==> src/rtl/adc_multi_chnl_pkt.sv <==
// rtl/adc_multi_chnl_pkt.sv - N-channel ADC sample packetiser with ping-pong banks and byte-stream emitter
module adc_multi_chnl_pkt #(
    parameter int         P_CHNL_NUM     = 8,
    parameter int         P_DATA_WIDTH   = 16,
    parameter int         P_SETS_PER_PKT = 4,
    parameter logic [7:0] P_HEADER       = 8'hA5
) (
    input  logic                               i_clk,
    input  logic                               i_rst,
    input  logic                               i_enable,
    input  logic [P_CHNL_NUM-1:0]              i_chnl_mask,
    input  logic [P_CHNL_NUM*P_DATA_WIDTH-1:0] i_sample_data,
    input  logic                               i_sample_valid,
    input  logic                               i_adc_ready,
    output logic [7:0]                         o_adc_data,
    output logic [7:0]                         o_adc_len,
    output logic                               o_adc_last,
    output logic                               o_adc_valid,
    output logic                               o_overflow,
    output logic [15:0]                        o_pkt_cnt
);

    localparam int LP_BYTES = P_DATA_WIDTH / 8;
    localparam int LP_CW    = (P_CHNL_NUM > 1) ? $clog2(P_CHNL_NUM) : 1;
    localparam int LP_SW    = (P_SETS_PER_PKT > 1) ? $clog2(P_SETS_PER_PKT) : 1;
    localparam int LP_SETW  = P_CHNL_NUM * P_DATA_WIDTH;
    localparam logic [1:0]       LP_BYTE_LAST = 2'(LP_BYTES - 1);
    localparam logic [LP_SW-1:0] LP_SET_LAST  = LP_SW'(P_SETS_PER_PKT - 1);

    typedef enum logic [2:0] {ST_IDLE, ST_HEAD, ST_MASK, ST_SEQ, ST_DATA} state_t;

    logic [LP_SETW-1:0]    r_mem [2][P_SETS_PER_PKT];
    logic [1:0]            r_full;
    logic [LP_SW-1:0]      r_cnt [2];
    logic [P_CHNL_NUM-1:0] r_mask [2];
    logic [7:0]            r_len [2];
    logic                  r_fill;
    logic                  r_old;
    logic                  r_ovf;

    state_t                r_state;
    state_t                w_state_nxt;
    logic                  r_emit;
    logic [LP_SW-1:0]      r_set;
    logic [LP_CW-1:0]      r_ch;
    logic [1:0]            r_byte;
    logic [7:0]            r_bcnt;
    logic [7:0]            r_seq;
    logic [15:0]           r_pkt_cnt;

    logic                  w_hs;
    logic                  w_free;
    logic [1:0]            w_full_eff;
    logic                  w_fill;
    logic                  w_room;
    logic                  w_fill_empty;
    logic [P_CHNL_NUM-1:0] w_mask_eff;
    logic                  w_write;
    logic                  w_ovf;
    logic                  w_pick;
    logic [P_CHNL_NUM-1:0] w_em_mask;
    logic [LP_CW-1:0]      w_first_ch;
    logic [LP_CW-1:0]      w_next_ch;
    logic                  w_has_next;
    logic [P_DATA_WIDTH-1:0] w_sample;
    logic [1:0]            w_bsel;

    function automatic logic [7:0] f_len(input logic [P_CHNL_NUM-1:0] m);
        int n;
        n = 0;
        for (int k = 0; k < P_CHNL_NUM; k++) n += int'(m[k]);
        return 8'(3 + P_SETS_PER_PKT * n * LP_BYTES);
    endfunction

    assign w_hs   = o_adc_valid & i_adc_ready;
    assign w_free = w_hs & o_adc_last;

    // A bank freed this cycle is immediately available to an arriving set.
    always_comb begin
        w_full_eff[0] = r_full[0] & ~(w_free & ~r_emit);
        w_full_eff[1] = r_full[1] & ~(w_free & r_emit);
        w_fill        = w_full_eff[r_fill] ? ~r_fill : r_fill;
        w_room        = ~w_full_eff[w_fill];
        w_fill_empty  = (r_cnt[w_fill] == '0);
        w_mask_eff    = w_fill_empty ? i_chnl_mask : r_mask[w_fill];
        w_write       = i_sample_valid & i_enable & w_room & (|w_mask_eff);
        w_ovf         = i_sample_valid & i_enable & ~w_room;
        w_pick        = (&r_full) ? r_old : r_full[1];
    end

    always_ff @(posedge i_clk or negedge i_rst) begin
        if (!i_rst) begin
            r_full    <= 2'b00;
            r_cnt[0]  <= '0;
            r_cnt[1]  <= '0;
            r_mask[0] <= '0;
            r_mask[1] <= '0;
            r_len[0]  <= 8'd0;
            r_len[1]  <= 8'd0;
            r_fill    <= 1'b0;
            r_old     <= 1'b0;
            r_ovf     <= 1'b0;
        end else begin
            r_fill <= w_fill;
            if (w_ovf) r_ovf <= 1'b1;
            if (w_free) r_full[r_emit] <= 1'b0;
            if (!i_enable) begin
                r_cnt[0] <= '0;
                r_cnt[1] <= '0;
            end else if (w_write) begin
                if (w_fill_empty) begin
                    r_mask[w_fill] <= i_chnl_mask;
                    r_len[w_fill]  <= f_len(i_chnl_mask);
                end
                if (r_cnt[w_fill] == LP_SET_LAST) begin
                    r_full[w_fill] <= 1'b1;
                    r_cnt[w_fill]  <= '0;
                    if (!w_full_eff[~w_fill]) r_old <= w_fill;
                end else begin
                    r_cnt[w_fill] <= r_cnt[w_fill] + 1'b1;
                end
            end
        end
    end

    always_ff @(posedge i_clk) begin
        if (w_write) r_mem[w_fill][r_cnt[w_fill]] <= i_sample_data;
    end

    always_ff @(posedge i_clk or negedge i_rst) begin
        if (!i_rst) r_state <= ST_IDLE;
        else        r_state <= w_state_nxt;
    end

    always_comb begin
        w_state_nxt = r_state;
        case (r_state)
            ST_IDLE: if (|r_full) w_state_nxt = ST_HEAD;
            ST_HEAD: if (w_hs)    w_state_nxt = ST_MASK;
            ST_MASK: if (w_hs)    w_state_nxt = ST_SEQ;
            ST_SEQ:  if (w_hs)    w_state_nxt = ST_DATA;
            ST_DATA: if (w_free)  w_state_nxt = ST_IDLE;
            default:              w_state_nxt = ST_IDLE;
        endcase
    end

    // Payload walk: set-major, then enabled channels low to high, MSB byte first.
    always_comb begin
        w_em_mask  = r_mask[r_emit];
        w_first_ch = '0;
        w_next_ch  = '0;
        w_has_next = 1'b0;
        for (int k = P_CHNL_NUM - 1; k >= 0; k--) begin
            if (w_em_mask[k]) w_first_ch = LP_CW'(k);
            if (w_em_mask[k] && (k > int'(r_ch))) begin
                w_next_ch  = LP_CW'(k);
                w_has_next = 1'b1;
            end
        end
        w_sample = r_mem[r_emit][r_set][r_ch*P_DATA_WIDTH +: P_DATA_WIDTH];
        w_bsel   = LP_BYTE_LAST - r_byte;
    end

    always_comb begin
        o_adc_valid = 1'b0;
        o_adc_data  = 8'd0;
        o_adc_len   = 8'd0;
        o_adc_last  = 1'b0;
        if (r_state != ST_IDLE) begin
            o_adc_valid = 1'b1;
            o_adc_len   = r_len[r_emit];
        end
        case (r_state)
            ST_HEAD: o_adc_data = P_HEADER;
            ST_MASK: o_adc_data = 8'(w_em_mask);
            ST_SEQ:  o_adc_data = r_seq;
            ST_DATA: begin
                o_adc_data = w_sample[w_bsel*8 +: 8];
                o_adc_last = (r_bcnt == r_len[r_emit] - 8'd1);
            end
            default: o_adc_data = 8'd0;
        endcase
    end

    always_ff @(posedge i_clk or negedge i_rst) begin
        if (!i_rst) begin
            r_emit    <= 1'b0;
            r_set     <= '0;
            r_ch      <= '0;
            r_byte    <= 2'd0;
            r_bcnt    <= 8'd0;
            r_seq     <= 8'd0;
            r_pkt_cnt <= 16'd0;
        end else if (r_state == ST_IDLE) begin
            if (|r_full) begin
                r_emit <= w_pick;
                r_bcnt <= 8'd0;
            end
        end else if (w_hs) begin
            r_bcnt <= r_bcnt + 8'd1;
            if (r_state == ST_SEQ) begin
                r_set  <= '0;
                r_ch   <= w_first_ch;
                r_byte <= 2'd0;
            end else if (r_state == ST_DATA) begin
                if (w_free) begin
                    r_seq     <= r_seq + 8'd1;
                    r_pkt_cnt <= r_pkt_cnt + 16'd1;
                end else if (r_byte == LP_BYTE_LAST) begin
                    r_byte <= 2'd0;
                    if (w_has_next) begin
                        r_ch <= w_next_ch;
                    end else begin
                        r_ch  <= w_first_ch;
                        r_set <= r_set + 1'b1;
                    end
                end else begin
                    r_byte <= r_byte + 2'd1;
                end
            end
        end
    end

    assign o_overflow = r_ovf;
    assign o_pkt_cnt  = r_pkt_cnt;

endmodule

==> config.mk <==
export PLATFORM = sky130hd
export DESIGN_NAME = adc_multi_chnl_pkt
export DESIGN_NICKNAME = d
export VERILOG_FILES = /design/src/rtl/adc_multi_chnl_pkt.sv
export SDC_FILE = /design/constraint.sdc
export NUM_CORES = 1
export LEC_CHECK = 0
export CORE_ASPECT_RATIO = 0.75
export CORE_UTILIZATION = 35
export DETAILED_ROUTE_END_ITERATION = 7
export DONT_BUFFER_PORTS = 1
export SETUP_SLACK_MARGIN = 0.1
export SLEW_MARGIN = 5
export SYNTH_ARGS = -nofsm -noshare
export SYNTH_HDL_FRONTEND = slang
export SYNTH_SLANG_ARGS = --single-unit
==> constraint.sdc <==
create_clock -name i_clk -period 17.2 [get_ports i_clk]
set_clock_uncertainty 0.15 [all_clocks]
set_input_delay 0.86 -clock i_clk [delete_from_list [all_inputs] [get_ports i_clk]]
set_output_delay 0.86 -clock i_clk [all_outputs]
set_load 0.05 [all_outputs]
==> run metrics, run 1 <==
number of synthesized flops with an enable pin=1024; Synth Register Bits=around 1100; worst-skew pair later-pin latency=0.70 ns; Comb pwr share=0.257; period utilization=0.4078; sequential share of power=0.443; Worst EP required=17.35 ns; Core ar.=122600 um^2; DP Wirelength=between 50000 and 60000 um; Worst-path clk slew=0.07 ns; fin crit period=7.014 ns; vias in the first global route=20775; # setup viols final=0; Die Span Y=307.0 um; critical path type=reg2reg; Port Buffers=0; H-tree Lvls=3; Crit. End Element=flip-flop; Max Freq=0.1426 GHz; # resized after CTS=0; Initial Utilization=0.3540; Worst EP arrival=~7 ns; WL per Instance=26.21 um; asr flop ratio synth=0.07078; nets@finish=2195; Setup TNS=0 ns; violated checks=max-capacitance violations; total congestion overflow=0; Layout Area Growth over Synthesis=12.17%; fraction of layout cells with a size suffix above 1=0.2485; area share of the largest cell type after synthesis=0.7082; std cell rows=111; FILL cells=10666; Max Cap Viol=1; I/O pin cnt=176; largest net degree at the start of global routing=approximately 150; Die Area=125500 um^2; Least-Margin Pin Slew=between 1 and 1.5 ns; final RePlAce weighted congestion=0.8347; die span in x=408.7 um; Root Driver=clkbuf_16; Final Hold Slack=roughly 0.096 ns; maximum vdd drop=0.0001464 V; DR vias=20096; Clock power frac=0.300; cts bufs inserted=104; Cell variety after synth=65; CTS tree=done; first drt pass iteration count=5; class of the worst hold path=in2reg; Pint=5.344 mW; first-pass GRT wire length=144000 um; initial DRC count=1607; total track usage=0.1571; final instance area=between 40000 and 50000 um^2; Sw Pwr=about 2.2 mW; Synth Instances=about 2000; Synth area leaders=edfxtp_1 71%, mux4_2 15%, dfrtp_1 4.5%; total power=7.559 mW; post-route ant nets=0; P per Cell Area=155.2 nW/um^2; leading area contributor after synthesis=edfxtp_1; Pleak=about 16 nW; clock sinks=approximately 1100; Max transition margin=0.01501; most frequent cells in the layout=1024 x edfxtp_1, 296 x mux4_2, 105 x clkbuf_16, 76 x mux2i_1, 73 x dfrtp_1; # Post-CTS Setup Buffers=0; Routed WL=between 90000 and 100000 um; Slew Viols, Final=0; Sw Ratio=0.2930; RSZ-0062 raised after global routing=no; register area share after synthesis=0.7532; Synth Flop Type=edfxtp_1; Syn. warnings=0; residual DRC count=0; crit-path max FO=52; Post-Syn Area=43420 um^2; endpoints failing hold=0; antenna violations before repair=0; most common cell after layout, fill and taps aside=edfxtp_1; Area after DPL=45300 um^2; Worst setup SP type=flip-flop; Clock Path Buffers=3; Avg Synthesized Cell Area=roughly 22 um^2; via/cell ratio=around 5.3; status=finished, violations left
## synth_stat cells, types with 12 or more instances
| master | count |
|---|---|
| a21oi_1 | 27 |
| buf_2 | 21 |
| buf_4 | 22 |
| clkbuf_1 | 40 |
| dfrtp_1 | 78 |
| edfxtp_1 | 1024 |
| inv_1 | 21 |
| mux2_2 | 20 |
| mux2i_1 | 76 |
| mux4_2 | 296 |
| nand2_1 | 55 |
| nand3_1 | 17 |
| nor2_1 | 54 |
| nor3_1 | 13 |
| o21ai_0 | 19 |
| o221ai_1 | 12 |
| o22ai_1 | 22 |
| xnor2_1 | 19 |
| xor2_1 | 16 |
## metal layers
layer  track usage  up-vias  routed length, um  share of wire
met5             0        -                  0              0
li1              -     8433                  -              -
met4       0.03867        0               1774          0.018
met3       0.05208      129               8877          0.090
met2        0.2462      662              46470           0.47
met1        0.2111    10872              41520           0.42
## path summary, 6_finish.rpt
path | from | to | slack [ns] | cells after the start
setup reg to reg | r_emit$_DFFE_PN0P_ | r_mem[0][217]$_DFFE_PP_ | 10.19 | 15
max in group asynchronous | i_rst | r_ch[0]$_DFFE_PN0P_ | 15.95 | 2
min in group asynchronous | i_rst | o_pkt_cnt[9]$_DFFE_PN0P_ | 0.59 | 2
hold reg to reg | r_seq[7]$_DFFE_PN0P_ | r_seq[7]$_DFFE_PN0P_ | 0.33 | 1
hold / removal | i_sample_data[82] | r_mem[0][210]$_DFFE_PP_ | 0.1 | 0
setup / recovery | r_emit$_DFFE_PN0P_ | r_mem[0][217]$_DFFE_PP_ | 10.19 | 15
## area by class of cell
cell class / instances / area, um^2 / area share
inverter: 25 / 98.84 / 0.002030
antenna: 1 / 2.502 / 0.00005138
sequential: 1102 / 32720 / 0.6717
tap: 1638 / 2049 / 0.04208
clock buffer: 127 / 2710 / 0.05565
clock inverter: 65 / 654.4 / 0.01344
multi-input combinational: 772 / 10160 / 0.2085
timing repair buffer: 34 / 315.3 / 0.006474
## registers in the layout (all words and copies together) (netlist names)
signal / cells
r_byte: 2
r_len: 10
r_fill: 1
o_pkt_cnt: 16
r_seq: 8
r_emit: 1
r_mem: 1024
o_overflow: 1
r_set: 2
r_state: 3
r_bcnt: 8
r_full: 2
r_cnt: 4
r_old: 1
r_ch: 3
r_mask: 16
## critical path, stage by stage, from the launching register on
cell and delay, ns:
dfrtp_4 1.00, mux2i_1 0.46, ha_1 0.32, xor2_1 0.13
and3_1 0.18, and4_1 0.18, o211a_2 0.27, mux2i_1 0.51
nor2_1 0.20, mux2i_1 0.20, ha_1 0.28, a41oi_1 0.36
o21ai_0 0.30, nor3_4 0.38, and2_4 0.82, buf_4 0.83
## logic make-up after synthesis
group / Yosys count / synth area share
other: 1 / 0.00008637
buffers and inverters: 121 / 0.01418
adders and majority gates: 15 / 0.005014
xor gates and xnor gates: 35 / 0.007060
and+or+nand+nor: 197 / 0.02280
AOI/OAI and AO/OA: 122 / 0.01902
DFF: 1102 / 0.7532
muxes: 401 / 0.1786
## what timing repair did
action	4_1_cts	5_1_grt
setup endpoints to repair	0	0
hold buffers	2	0
endpoints found under the hold margin	78	0
## stage by stage
stage	std cells	worst slack, ns	utilization
3_5_place_dp	3569	10.15	0.3694
3_3_place_gp	3569	10.24	0.3694
6_report	3764	10.19	0.3971
4_1_cts	3763	10.10	0.3971
5_1_grt	3763	9.733	0.3971
2_1_floorplan	1995	7.302	-
## power by group through the flow
stage / Combinational, mW / Clock, mW / Sequential [mW]
6_report: 1.94 / 2.27 / 3.35
5_1_grt: 2.07 / 2.41 / 3.37
4_1_cts: 1.97 / 2.31 / 3.35
3_5_place_dp: 1.96 / 0 / 3.41
3_3_place_gp: 1.94 / 0 / 3.39
2_1_floorplan: 1.53 / 0 / 3.29
(Power assumes the default switching activity.)
==> run 2: changes to the inputs <==
--- a/config.mk
+++ b/config.mk
@@ -5,6 +5,7 @@
 export SDC_FILE = /design/constraint.sdc
 export NUM_CORES = 1
 export LEC_CHECK = 0
+export ABC_AREA = 1
 export CORE_ASPECT_RATIO = 0.75
 export CORE_UTILIZATION = 35
 export DETAILED_ROUTE_END_ITERATION = 7
==> constraint.sdc (replaced) <==
create_clock -name i_clk -period 6.8 [get_ports i_clk]
set_clock_uncertainty 0.15 [all_clocks]
set_input_delay 0.34 -clock i_clk [delete_from_list [all_inputs] [get_ports i_clk]]
set_output_delay 0.34 -clock i_clk [all_outputs]
set_load 0.05 [all_outputs]
==> run 2 against run 1 <==
The run now ends clean. Combinational power rose to 3.6 times the previous value. Worst setup slack got worse by 9.4 ns. Routed wire length increased by 25%. Critical endpoint is now o_adc_data[6].
==> run metrics, run 2 <==
total track usage=0.1905 (+0.03342); number of synthesized flops with an enable pin=1024 (unchanged); Cell variety after synth=50 (-23%); Reg2Reg Capture Point=r_mem[1][427]$_DFFE_PP_; Least-Margin Pin Slew=1.410 ns (-0.06066 ns); Synth Register Bits=1102 (unchanged); Synth area leaders=edfxtp_1 69%, o21ai_0 6.5%, nor2_1 5.0%; Max Cap Viol=0 (-1); Pint=13.14 mW (+150%); Port Buffers=0 (unchanged); Layout Area Growth over Synthesis=15.59%; Routed WL=123400 um (+25%); # Post-CTS Setup Buffers=0 (unchanged); Die Span Y=310.1 um (+1.0%); endpoints failing hold=0 (unchanged); fraction of layout cells with a size suffix above 1=0.07199 (-0.1765); crit-path max FO=90 (+73%); asr flop ratio synth=0.07078 (unchanged); PnR worst setup slack=0.8137 ns (-9.372 ns); R2R depth=23 (+8); nets@finish=3661 (+67%); std cell rows=112 (+0.90%); leading area contributor after synthesis=edfxtp_1; antenna violations before repair=21 (+21); final RePlAce weighted congestion=0.8520 (+2.1%); start of the worst register-to-register path=r_emit$_DFFE_PN0P_; Synth Instances=3418 (+71%); die span in x=412.8 um (+1.0%); Initial Utilization=0.3545 (+0.0004256); Setup TNS=0 ns (unchanged); Sw Pwr=8.014 mW (+260%); sequential share of power=0.401 (-0.042); worst-skew pair later-pin latency=0.71 ns (about the same); Worst EP required=6.31 ns (-11.04 ns); FF-to-FF setup slack=0.93 ns (-9.26 ns); Worst EP arrival=5.50 ns (-1.66 ns); Worst setup SP type=flip-flop; RSZ-0062 raised after global routing=no; fin crit period=5.986 ns; Core ar.=125000 um^2 (+1.9%); period utilization=0.8803; Max Freq=0.1670 GHz; Synth top cells by count=1024 x edfxtp_1, 594 x nor2_1, 574 x o21ai_0; WL per Instance=23.54 um (-10%); Slew Viols, Final=0 (unchanged); total power=21.15 mW (+180%); Clock Path Buffers=3 (unchanged); largest net degree at the start of global routing=176 (+15%); Die Area=128000 um^2 (+2.0%); most frequent cells in the layout=1024 x edfxtp_1, 588 x nor2_1, 572 x o21ai_0, 209 x nand2_1, 179 x o221ai_1; Pleak=16.77 nW (+7.2%); post-route ant nets=0 (unchanged); I/O pin cnt=176 (unchanged); Clock power frac=0.272 (-0.028); initial DRC count=3268 (+100%); # setup viols final=0 (unchanged); Worst-path clk slew=0.06 ns (about the same); total congestion overflow=0 (unchanged); P per Cell Area=413.1 nW/um^2 (+170%); Avg Synthesized Cell Area=12.96 um^2 (-40%); register area share after synthesis=0.7381 (-0.01514); via/cell ratio=5.508 (+3.2%); most common cell after layout, fill and taps aside=edfxtp_1; Crit. End Element=output pin; Util after Layout=0.4097 (+0.01257); residual DRC count=0 (unchanged); Max transition margin=0.05562 (+0.04062); Syn. warnings=0 (unchanged); first drt pass iteration count=6 (+1); CTS tree=done; max reg flops=1024 (unchanged); most numerous cell in the Yosys netlist=edfxtp_1; Synth Flop Type=edfxtp_1; class of the worst hold path=in2async; maximum vdd drop=0.0002901 V (+98%); clock sinks=1102 (unchanged); DP Wirelength=71550 um (+25%); area share of the largest cell type after synthesis=0.6940 (-0.01424); Post-Syn Area=44310 um^2 (+2.1%); Comb pwr share=0.327 (+0.070); first-pass GRT wire length=182700 um (+27%); FILL cells=11589 (+8.7%); H-tree Lvls=3 (unchanged); post-place setup slack=0.8988 ns (-9.255 ns); cts bufs inserted=102 (-1.9%); critical path type=reg2out; status=finished, final reports clean; DR vias=28863 (+44%); Root Driver=clkbuf_16; vias in the first global route=27353 (+32%); Sw Ratio=0.3789 (+0.08586)
run 2: changes by cell type in the layout (fill, tap and decap cells not counted), sizes merged, moves of 37 or more:
cell	delta
buf	+37
dlygate4sd3	+142
nand3	+117
mux2i	-77
o211ai	+60
mux4	-296
inv	+67
o221ai	+167
o22ai	+62
o21ai	+558
nor2	+544
nand2	+162
run 2: worst max-delay path, stage by stage (launching register included):
cell	delay, ns
dfrtp_4	0.63
inv_8	0.31
buf_4	0.70
buf_4	0.85
o21ai_0	0.20
o22ai_1	0.18
o211ai_1	0.10
a21oi_1	0.64
o211ai_1	0.19
nand2_1	0.13
nand2_1	0.13
o211ai_1	0.64
run 2: power by group through the flow:
stage          Clock (mW)  Sequential, mW  Combinational (mW)
2_1_floorplan           0            8.52                4.40
6_report             5.76            8.48                6.92
4_1_cts              5.83            8.48                6.90
5_1_grt              6.09            8.53                7.55
3_3_place_gp            0            8.61                6.67
3_5_place_dp            0            8.62                6.71
run 2: cells by family after synthesis:
group	after synthesis	share of synthesized area
AO/OA/AOI/OAI	948	0.1294
buffers and inverters	328	0.02903
XOR/XNOR	29	0.005733
flip-flops	1102	0.7381
AND/OR/NAND/NOR	995	0.09279
adder cells (fa/ha/maj)	15	0.004914
other	1	0.00008464
run 2: metrics by stage:
step           instances  hold WS (ns)  instance area [um^2]
2_1_floorplan       3419       -0.1056                 44380
3_3_place_gp        4910      -0.09766                 46430
3_5_place_dp        4910      -0.09728                 46430
4_1_cts             5237       0.07976                 51210
5_1_grt             5238        0.1014                 51210
6_report            5240       0.06626                 51210
run 2: worst max path at each step:
stage / start / endpoint / cells after the start
2_1_floorplan: r_emit$_DFFE_PN0P_ / r_mem[0][0]$_DFFE_PP_ / 23
3_3_place_gp: r_emit$_DFFE_PN0P_ / r_mem[1][505]$_DFFE_PP_ / 23
3_5_place_dp: r_emit$_DFFE_PN0P_ / r_mem[1][505]$_DFFE_PP_ / 23
4_1_cts: r_emit$_DFFE_PN0P_ / o_adc_data[3] / 11
5_1_grt: r_emit$_DFFE_PN0P_ / o_adc_data[6] / 11
6_report: r_emit$_DFFE_PN0P_ / o_adc_data[6] / 11
run 2: cell type report:
class / instances / area [um^2] / share of cell area
Sequential cell: 1102 / 32710 / 0.6388
Clock inverter: 53 / 614.3 / 0.01200
Timing Repair Buffer: 213 / 2302 / 0.04495
Inverter: 97 / 389.1 / 0.007598
Antenna cell: 3 / 7.507 / 0.0001466
Clock buffer: 130 / 2699 / 0.05270
Multi-Input combinational cell: 1989 / 10420 / 0.2035
Tap cell: 1653 / 2068 / 0.04038
run 2: repair_timing:
| item | 4_1_cts | 5_1_grt |
|---|---|---|
| hold buffers | 144 | 0 |
| hold endpoints to repair | 1136 | 0 |
| gates resized for setup | 0 | 0 |
run 2: routing by layer:
layer / GRT usage / wire [um]
met1: 0.2773 / 55070
met2: 0.2857 / 54790
met3: 0.04267 / 10320
met4: 0.05260 / 3003
met5: 0 / 191
